<file path="src/rtl/mem_copy_engine_pkg.sv">
// mem_copy_pkg: shared types and constants for the memory copy/fill engine.
//   state_t        - engine FSM state encoding
//   MODE_COPY/FILL - values of the Mode input
//   MEM_WORDS      - depth of the attached 1K x 32 data memory
//   WORD_BYTES     - pointer step per transferred word
package mem_copy_pkg;

  localparam int DATA_W     = 32;
  localparam int ADDR_W     = 32;
  localparam int CNT_W      = 11;
  localparam int MEM_WORDS  = 1024;
  localparam int WORD_BYTES = 4;

  localparam logic MODE_COPY = 1'b0;
  localparam logic MODE_FILL = 1'b1;

  typedef enum logic [1:0] {
    S_IDLE = 2'd0,
    S_RD   = 2'd1,
    S_WR   = 2'd2,
    S_DONE = 2'd3
  } state_t;

endpackage

</file>
<file path="src/rtl/mem_copy_engine_if.sv">
// mem_copy_if: DataMemory port set owned by the copy engine while it is busy.
//   master - the engine (drives address, write data, strobes; reads ReadData)
//   slave  - the data memory (combinational ReadData)
interface mem_copy_if;
  import mem_copy_pkg::*;

  logic [ADDR_W-1:0] MemAddress;
  logic [DATA_W-1:0] MemWriteData;
  logic              MemWrite;
  logic              MemRead;
  logic [DATA_W-1:0] MemReadData;

  modport master (
    output MemAddress,
    output MemWriteData,
    output MemWrite,
    output MemRead,
    input  MemReadData
  );

  modport slave (
    input  MemAddress,
    input  MemWriteData,
    input  MemWrite,
    input  MemRead,
    output MemReadData
  );

endinterface

</file>
<file path="src/rtl/mem_copy_engine_range_check.sv">
// mem_copy_range_check: flags a byte address that is misaligned, lies outside
// the 4 KB data memory window, or whose block of count_i words runs past the
// last memory word.
//   addr_i     - block start byte address
//   count_i    - block length in words
//   check_en_i - qualifies the check (address unused -> never bad)
//   bad_o      - block is illegal
module mem_copy_range_check
  import mem_copy_pkg::*;
(
  input  logic [ADDR_W-1:0] addr_i,
  input  logic [CNT_W-1:0]  count_i,
  input  logic              check_en_i,
  output logic              bad_o
);

  // 10-bit word index + 11-bit count fits in 12 bits without wrap.
  logic [11:0] end_word;

  assign end_word = {2'b00, addr_i[11:2]} + {1'b0, count_i};

  assign bad_o = check_en_i &&
                 ((addr_i[1:0] != 2'b00) ||
                  (addr_i[ADDR_W-1:12] != '0) ||
                  (end_word > 12'(MEM_WORDS)));

endmodule

</file>
<file path="src/rtl/mem_copy_engine.sv">
// mem_copy_engine: word-block copy / fill initiator on the DataMemory port.
//   Clk, Reset               - clock, synchronous active-high reset
//   Start, Mode              - request pulse (IDLE only), 0=copy 1=fill
//   SrcAddr, DstAddr         - block byte addresses (src used in copy only)
//   WordCount, FillValue     - block length, fill word
//   Abort                    - terminate the active transfer
//   Busy, Done, Error        - status; Done/Error are 1-cycle pulses
//   WordsDone                - completed writes, held until next Start
//   mem                      - DataMemory port (master side)
//
// state  | meaning
// -------+-----------------------------------------------------------
// S_IDLE | waiting for Start, bus released
// S_RD   | reading source word into buffer (copy only)
// S_WR   | writing buffer (copy) or fill word to destination
// S_DONE | one-cycle Done pulse, Error if rejected or aborted
module mem_copy_engine
  import mem_copy_pkg::*;
(
  input  logic              Clk,
  input  logic              Reset,
  input  logic              Start,
  input  logic              Mode,
  input  logic [ADDR_W-1:0] SrcAddr,
  input  logic [ADDR_W-1:0] DstAddr,
  input  logic [CNT_W-1:0]  WordCount,
  input  logic [DATA_W-1:0] FillValue,
  input  logic              Abort,
  output logic              Busy,
  output logic              Done,
  output logic              Error,
  output logic [CNT_W-1:0]  WordsDone,
  mem_copy_if.master        mem
);

  state_t            state_q, state_d;
  logic              mode_q, mode_d;
  logic [ADDR_W-1:0] src_q, src_d;
  logic [ADDR_W-1:0] dst_q, dst_d;
  logic [CNT_W-1:0]  cnt_q, cnt_d;
  logic [DATA_W-1:0] fill_q, fill_d;
  logic [DATA_W-1:0] buf_q, buf_d;
  logic [CNT_W-1:0]  words_q, words_d;
  logic              err_q, err_d;

  logic              src_bad, dst_bad;
  logic [CNT_W-1:0]  words_inc;

  mem_copy_range_check u_src_check (
    .addr_i     (SrcAddr),
    .count_i    (WordCount),
    .check_en_i (Mode == MODE_COPY),
    .bad_o      (src_bad)
  );

  mem_copy_range_check u_dst_check (
    .addr_i     (DstAddr),
    .count_i    (WordCount),
    .check_en_i (1'b1),
    .bad_o      (dst_bad)
  );

  assign words_inc = words_q + CNT_W'(1);

  always_comb begin
    state_d = state_q;
    mode_d  = mode_q;
    src_d   = src_q;
    dst_d   = dst_q;
    cnt_d   = cnt_q;
    fill_d  = fill_q;
    buf_d   = buf_q;
    words_d = words_q;
    err_d   = err_q;

    mem.MemAddress   = '0;
    mem.MemWriteData = '0;
    mem.MemWrite     = 1'b0;
    mem.MemRead      = 1'b0;

    case (state_q)
      S_IDLE: begin
        if (Start) begin
          mode_d  = Mode;
          src_d   = SrcAddr;
          dst_d   = DstAddr;
          cnt_d   = WordCount;
          fill_d  = FillValue;
          words_d = '0;
          err_d   = 1'b0;
          if (src_bad || dst_bad) begin
            err_d   = 1'b1;
            state_d = S_DONE;
          end else if (WordCount == '0) begin
            state_d = S_DONE;
          end else begin
            state_d = (Mode == MODE_FILL) ? S_WR : S_RD;
          end
        end
      end

      S_RD: begin
        mem.MemAddress = src_q;
        mem.MemRead    = !Abort;
        buf_d          = mem.MemReadData;
        if (Abort) begin
          err_d   = 1'b1;
          state_d = S_DONE;
        end else begin
          state_d = S_WR;
        end
      end

      S_WR: begin
        mem.MemAddress   = dst_q;
        mem.MemWrite     = !Abort;
        mem.MemWriteData = (mode_q == MODE_FILL) ? fill_q : buf_q;
        if (Abort) begin
          err_d   = 1'b1;
          state_d = S_DONE;
        end else begin
          dst_d   = dst_q + ADDR_W'(WORD_BYTES);
          src_d   = src_q + ADDR_W'(WORD_BYTES);
          words_d = words_inc;
          if (words_inc == cnt_q) begin
            state_d = S_DONE;
          end else begin
            state_d = (mode_q == MODE_FILL) ? S_WR : S_RD;
          end
        end
      end

      S_DONE: begin
        state_d = S_IDLE;
      end

      default: begin
        state_d = S_IDLE;
      end
    endcase
  end

  always_ff @(posedge Clk) begin
    if (Reset) begin
      state_q <= S_IDLE;
      mode_q  <= MODE_COPY;
      src_q   <= '0;
      dst_q   <= '0;
      cnt_q   <= '0;
      fill_q  <= '0;
      buf_q   <= '0;
      words_q <= '0;
      err_q   <= 1'b0;
    end else begin
      state_q <= state_d;
      mode_q  <= mode_d;
      src_q   <= src_d;
      dst_q   <= dst_d;
      cnt_q   <= cnt_d;
      fill_q  <= fill_d;
      buf_q   <= buf_d;
      words_q <= words_d;
      err_q   <= err_d;
    end
  end

  assign Busy      = (state_q != S_IDLE);
  assign Done      = (state_q == S_DONE);
  assign Error     = (state_q == S_DONE) && err_q;
  assign WordsDone = words_q;

endmodule

</file>
<file path="src/flat_wrapper.sv">
// flat-port wrapper written by rule: the top's interface ports become plain ports
module mem_copy_engine_flat import mem_copy_pkg::*;
  (Clk, Reset, Start, Mode, SrcAddr, DstAddr, WordCount, FillValue, Abort, Busy, Done, Error, WordsDone, mem_MemAddress, mem_MemWriteData, mem_MemWrite, mem_MemRead, mem_MemReadData);
  mem_copy_if mem_i ();
  input  logic Clk;
  input  logic Reset;
  input  logic Start;
  input  logic Mode;
  input  logic [ADDR_W-1:0] SrcAddr;
  input  logic [ADDR_W-1:0] DstAddr;
  input  logic [CNT_W-1:0] WordCount;
  input  logic [DATA_W-1:0] FillValue;
  input  logic Abort;
  output logic Busy;
  output logic Done;
  output logic Error;
  output logic [CNT_W-1:0] WordsDone;
  output wire logic [$bits(mem_i.MemAddress)-1:0] mem_MemAddress;
  output wire logic [$bits(mem_i.MemWriteData)-1:0] mem_MemWriteData;
  output wire logic [$bits(mem_i.MemWrite)-1:0] mem_MemWrite;
  output wire logic [$bits(mem_i.MemRead)-1:0] mem_MemRead;
  input wire logic [$bits(mem_i.MemReadData)-1:0] mem_MemReadData;
  assign mem_MemAddress = mem_i.MemAddress;
  assign mem_MemWriteData = mem_i.MemWriteData;
  assign mem_MemWrite = mem_i.MemWrite;
  assign mem_MemRead = mem_i.MemRead;
  assign mem_i.MemReadData = mem_MemReadData;
  mem_copy_engine u_core (.Clk(Clk), .Reset(Reset), .Start(Start), .Mode(Mode), .SrcAddr(SrcAddr), .DstAddr(DstAddr), .WordCount(WordCount), .FillValue(FillValue), .Abort(Abort), .Busy(Busy), .Done(Done), .Error(Error), .WordsDone(WordsDone), .mem(mem_i));
endmodule
</file>
<file path="config.mk">
export PLATFORM = sky130hd
export DESIGN_NAME = mem_copy_engine_flat
export DESIGN_NICKNAME = d
export VERILOG_FILES = /design/src/rtl/mem_copy_engine_pkg.sv /design/src/rtl/mem_copy_engine_if.sv /design/src/rtl/mem_copy_engine_range_check.sv /design/src/rtl/mem_copy_engine.sv /design/src/flat_wrapper.sv
export SDC_FILE = /design/constraint.sdc
export NUM_CORES = 1
export LEC_CHECK = 0
export ABC_AREA = 1
export CAP_MARGIN = 20
export CORE_ASPECT_RATIO = 0.5
export CORE_UTILIZATION = 52
export DETAILED_ROUTE_END_ITERATION = 10
export GPL_TIMING_DRIVEN = 0
export PLACE_DENSITY = 0.82
export SLEW_MARGIN = 20
export SYNTH_ARGS = -nofsm -noshare
export SYNTH_HDL_FRONTEND = slang
export SYNTH_HIERARCHICAL = 1
export SYNTH_SLANG_ARGS = --single-unit
export TNS_END_PERCENT = 50
</file>
<file path="constraint.sdc">
create_clock -name Clk -period 2.9 [get_ports Clk]
set_input_delay 0.58 -clock Clk [delete_from_list [all_inputs] [get_ports Clk]]
set_output_delay 0.58 -clock Clk [all_outputs]
set_load 0.005 [all_outputs]
</file>
==> flow_summary.json <==
{
  "nets": 2091,
  "cts_sinks": 154,
  "grt_max_degree": 17,
  "crit_family": "buffers and inverters",
  "die_w_um": 201,
  "via_per_inst": 5.81,
  "root_buffer": "clkbuf_16",
  "finalCriticalPeriod_ns": 2.97,
  "ir_drop_uv": 542,
  "cts_buffers": 17,
  "post_dp_cell_area_um2": 12800,
  "worstSetupPathType": "reg2out",
  "start_kind": "flip-flop",
  "path_cells": "inv_2, ha_2, clkbuf_16, buf_4, nand2_1, a21oi_2, clkdlybuf4s50_1",
  "htreeDepth": 4,
  "slowest_stage": "clkdlybuf4s50_1",
  "p_per_area_nw_per_um2": 830,
  "cap_violations": 0,
  "dp_hpwl_um": 30200,
  "finalMaxSlewViolations": 0,
  "path_buf_inv": 4,
  "synth_ff_type": "dfxtp_1",
  "cp_max_fo": 10,
  "synth_cell_type_count": 49,
  "gr-total-overflow": 0,
  "totalPowerFinal_w": 0.0114,
  "first_global_vias": 11600,
  "final.setup_skew_ns": 0.0113,
  "grt_pass1_wl_um": 61400,
  "n_antenna_cell": 0,
  "synth_area_per_cell_um2": 6.11,
  "setup_slack_ns": -0.0728,
  "relSlewSlack_pct": 46.0,
  "fill_cells": 1616,
  "dr.pass1.iters": 7,
  "io_pins": 224,
  "route.vias.total": 12700,
  "io_buffer_count": 222,
  "synth.net_count": 1850,
  "area_delta_synth_final_pct": 33.5,
  "drive_gt1_share_pct": 7.15,
  "drc": 0,
  "finalCritPeriodShare_pct": 103,
  "synth_warnings": 6,
  "hold_class": "reg2reg",
  "rsz0062_at_grt": "yes",
  "start_util_pct": 54.4,
  "core_area_um2": 18800,
  "dpl.cell_count": 2157,
  "p_leak_nw": 6.15,
  "design_area_um2": 13700,
  "cts_hold_buffers": 0,
  "layout_common_cells": "nand2_1 (375), nor2_1 (338), clkdlybuf4s50_1 (177)",
  "failed_checks": "negative setup slack",
  "grt_usage_pct": 38.6,
  "antenna_found_initial": 0,
  "wl_per_cell_um": 18.4,
  "cp_slowest_stage_delay_ns": 0.53,
  "die_y_um": 101,
  "ys_ff_latch": 154,
  "seq_area_frac_synth_pct": 30.1,
  "routed_wirelength_um": 40300,
  "setup_viol": 15,
  "die_area_um2": 20300,
  "synthCells": 1676,
  "tightest_slew_ns": 0.810,
  "instances_no_fill": 2189,
  "ys_async_sr_fraction_pct": 0,
  "multi_input_comb_area_um2": 6380,
  "clock_latency_ns": 0.43,
  "clock_path_buffers": 2,
  "hold_viol": 0,
  "layout.area.seq_um2": 3080,
  "layout_commonest_cell": "nand2_1",
  "fmax_mhz": 336,
  "arrival_ns": 2.39,
  "ant_nets": 0,
  "drtIter0Drc": 1307,
  "cts_tree": "built",
  "row_count": 35,
  "gp_congestion": 1.01,
  "synth_edf_count": 0,
  "synth_area_um2": 10200,
  "endpoint_kind": "output port",
  "outcome": "finished with violations",
  "critPathRequiredTime_ns": 2.32,
  "clk_pin_slew_ns": 0.07
}
## final cells by class
cell class	instances	share of cell area (%)
buffer	81	3.70
clock buffer	18	3.14
clock inverter	14	1.15
inverter	143	3.93
multi-input combinational	1297	46.7
sequential	154	22.5
tap	259	2.37
timing repair buffer	223	16.5
## synthesized netlist by cell type (all sizes together), types with 3 or more instances
library cell    n  area (um2)
nand3          86         483
nand2         390        1510
nand3b         11        82.6
o211ai         14         105
o21bai          4        30.0
clkbuf         71         267
nor4           11        68.8
clkinv          3        11.3
a21oi         129         683
nand4          19         119
o21ai         173         866
nor2          347        1380
buf            11        45.0
dfxtp         154        3080
a211oi          6        45.0
ha             28         350
xor2            9        78.8
o21a            5        37.5
inv           140         526
or2            11        73.8
nor3           20         111
xnor2           9        78.8
a31oi           8        50.1
## where the power goes
| group | switching [W] | internal (W) |
|---|---|---|
| Sequential | 0.000745 | 0.00282 |
| Combinational | 0.00352 | 0.00200 |
| Clock | 0.00106 | 0.00122 |
## per-stage QoR
stage	worst slack [ns]	setup TNS [ns]	hold slack (ns)	utilization, %
2_1_floorplan	0.405	0	0.424	-
4_1_cts	-0.0457	-0.0900	0.448	72.3
5_1_grt	-0.135	-2.05	0.469	72.7
3_3_place_gp	-0.838	-32.39	0.434	67.9
6_report	-0.0728	-0.285	0.447	72.7
3_5_place_dp	-0.841	-35.04	0.438	67.9
## layer usage
| layer | vias to the layer above | part of all wire [%] | GRT usage [%] |
|---|---|---|---|
| met1 | 5850 | 42 | 50.1 |
| met2 | 810 | 45 | 64.4 |
| met3 | 118 | 11 | 7.82 |
| met5 | - | 0 | 0 |
| met4 | 0 | 2.7 | 14.2 |
| li1 | 5945 | - | - |
## worst paths after layout
kind	start	end	slack (ns)	depth (start not counted)
worst max-delay path	u_core/state_q[0]	mem_MemAddress[14]	-0.07	7
worst max register to register	u_core/state_q[1]	u_core/dst_q[2]	0.08	11
worst min-delay path	u_core/src_q[0]	u_core/src_q[0]	0.45	2
worst min register to register	u_core/src_q[0]	u_core/src_q[0]	0.45	2
## registers in the layout, summed over array words and instances, names as in the netlist, 2 cells and up
signal	flops
u_core/WordsDone	11
u_core/buf_q	32
u_core/cnt_q	11
u_core/dst_q	32
u_core/fill_q	32
u_core/src_q	32
u_core/state_q	2
## cell families after synthesis
family / share of synthesized area [%]
fa+ha+maj: 3.81
compound gates: 18.7
buf+inv: 8.28
other cells: 0.0366
flops: 30.1
simple gates: 37.6
xor+xnor: 1.54
## repair_timing
action	in CTS	in global routing
setup endpoints to repair	66	49
pin swaps	3	6
resized for setup	94	40
buffers inserted	1	0
## tightest hold or removal path, cell delays in order (launching register included)
cell	delay (ns)
dfxtp_1	0.31
inv_1	0.05
a21oi_1	0.05
Power figures use the tool's default switching activity.
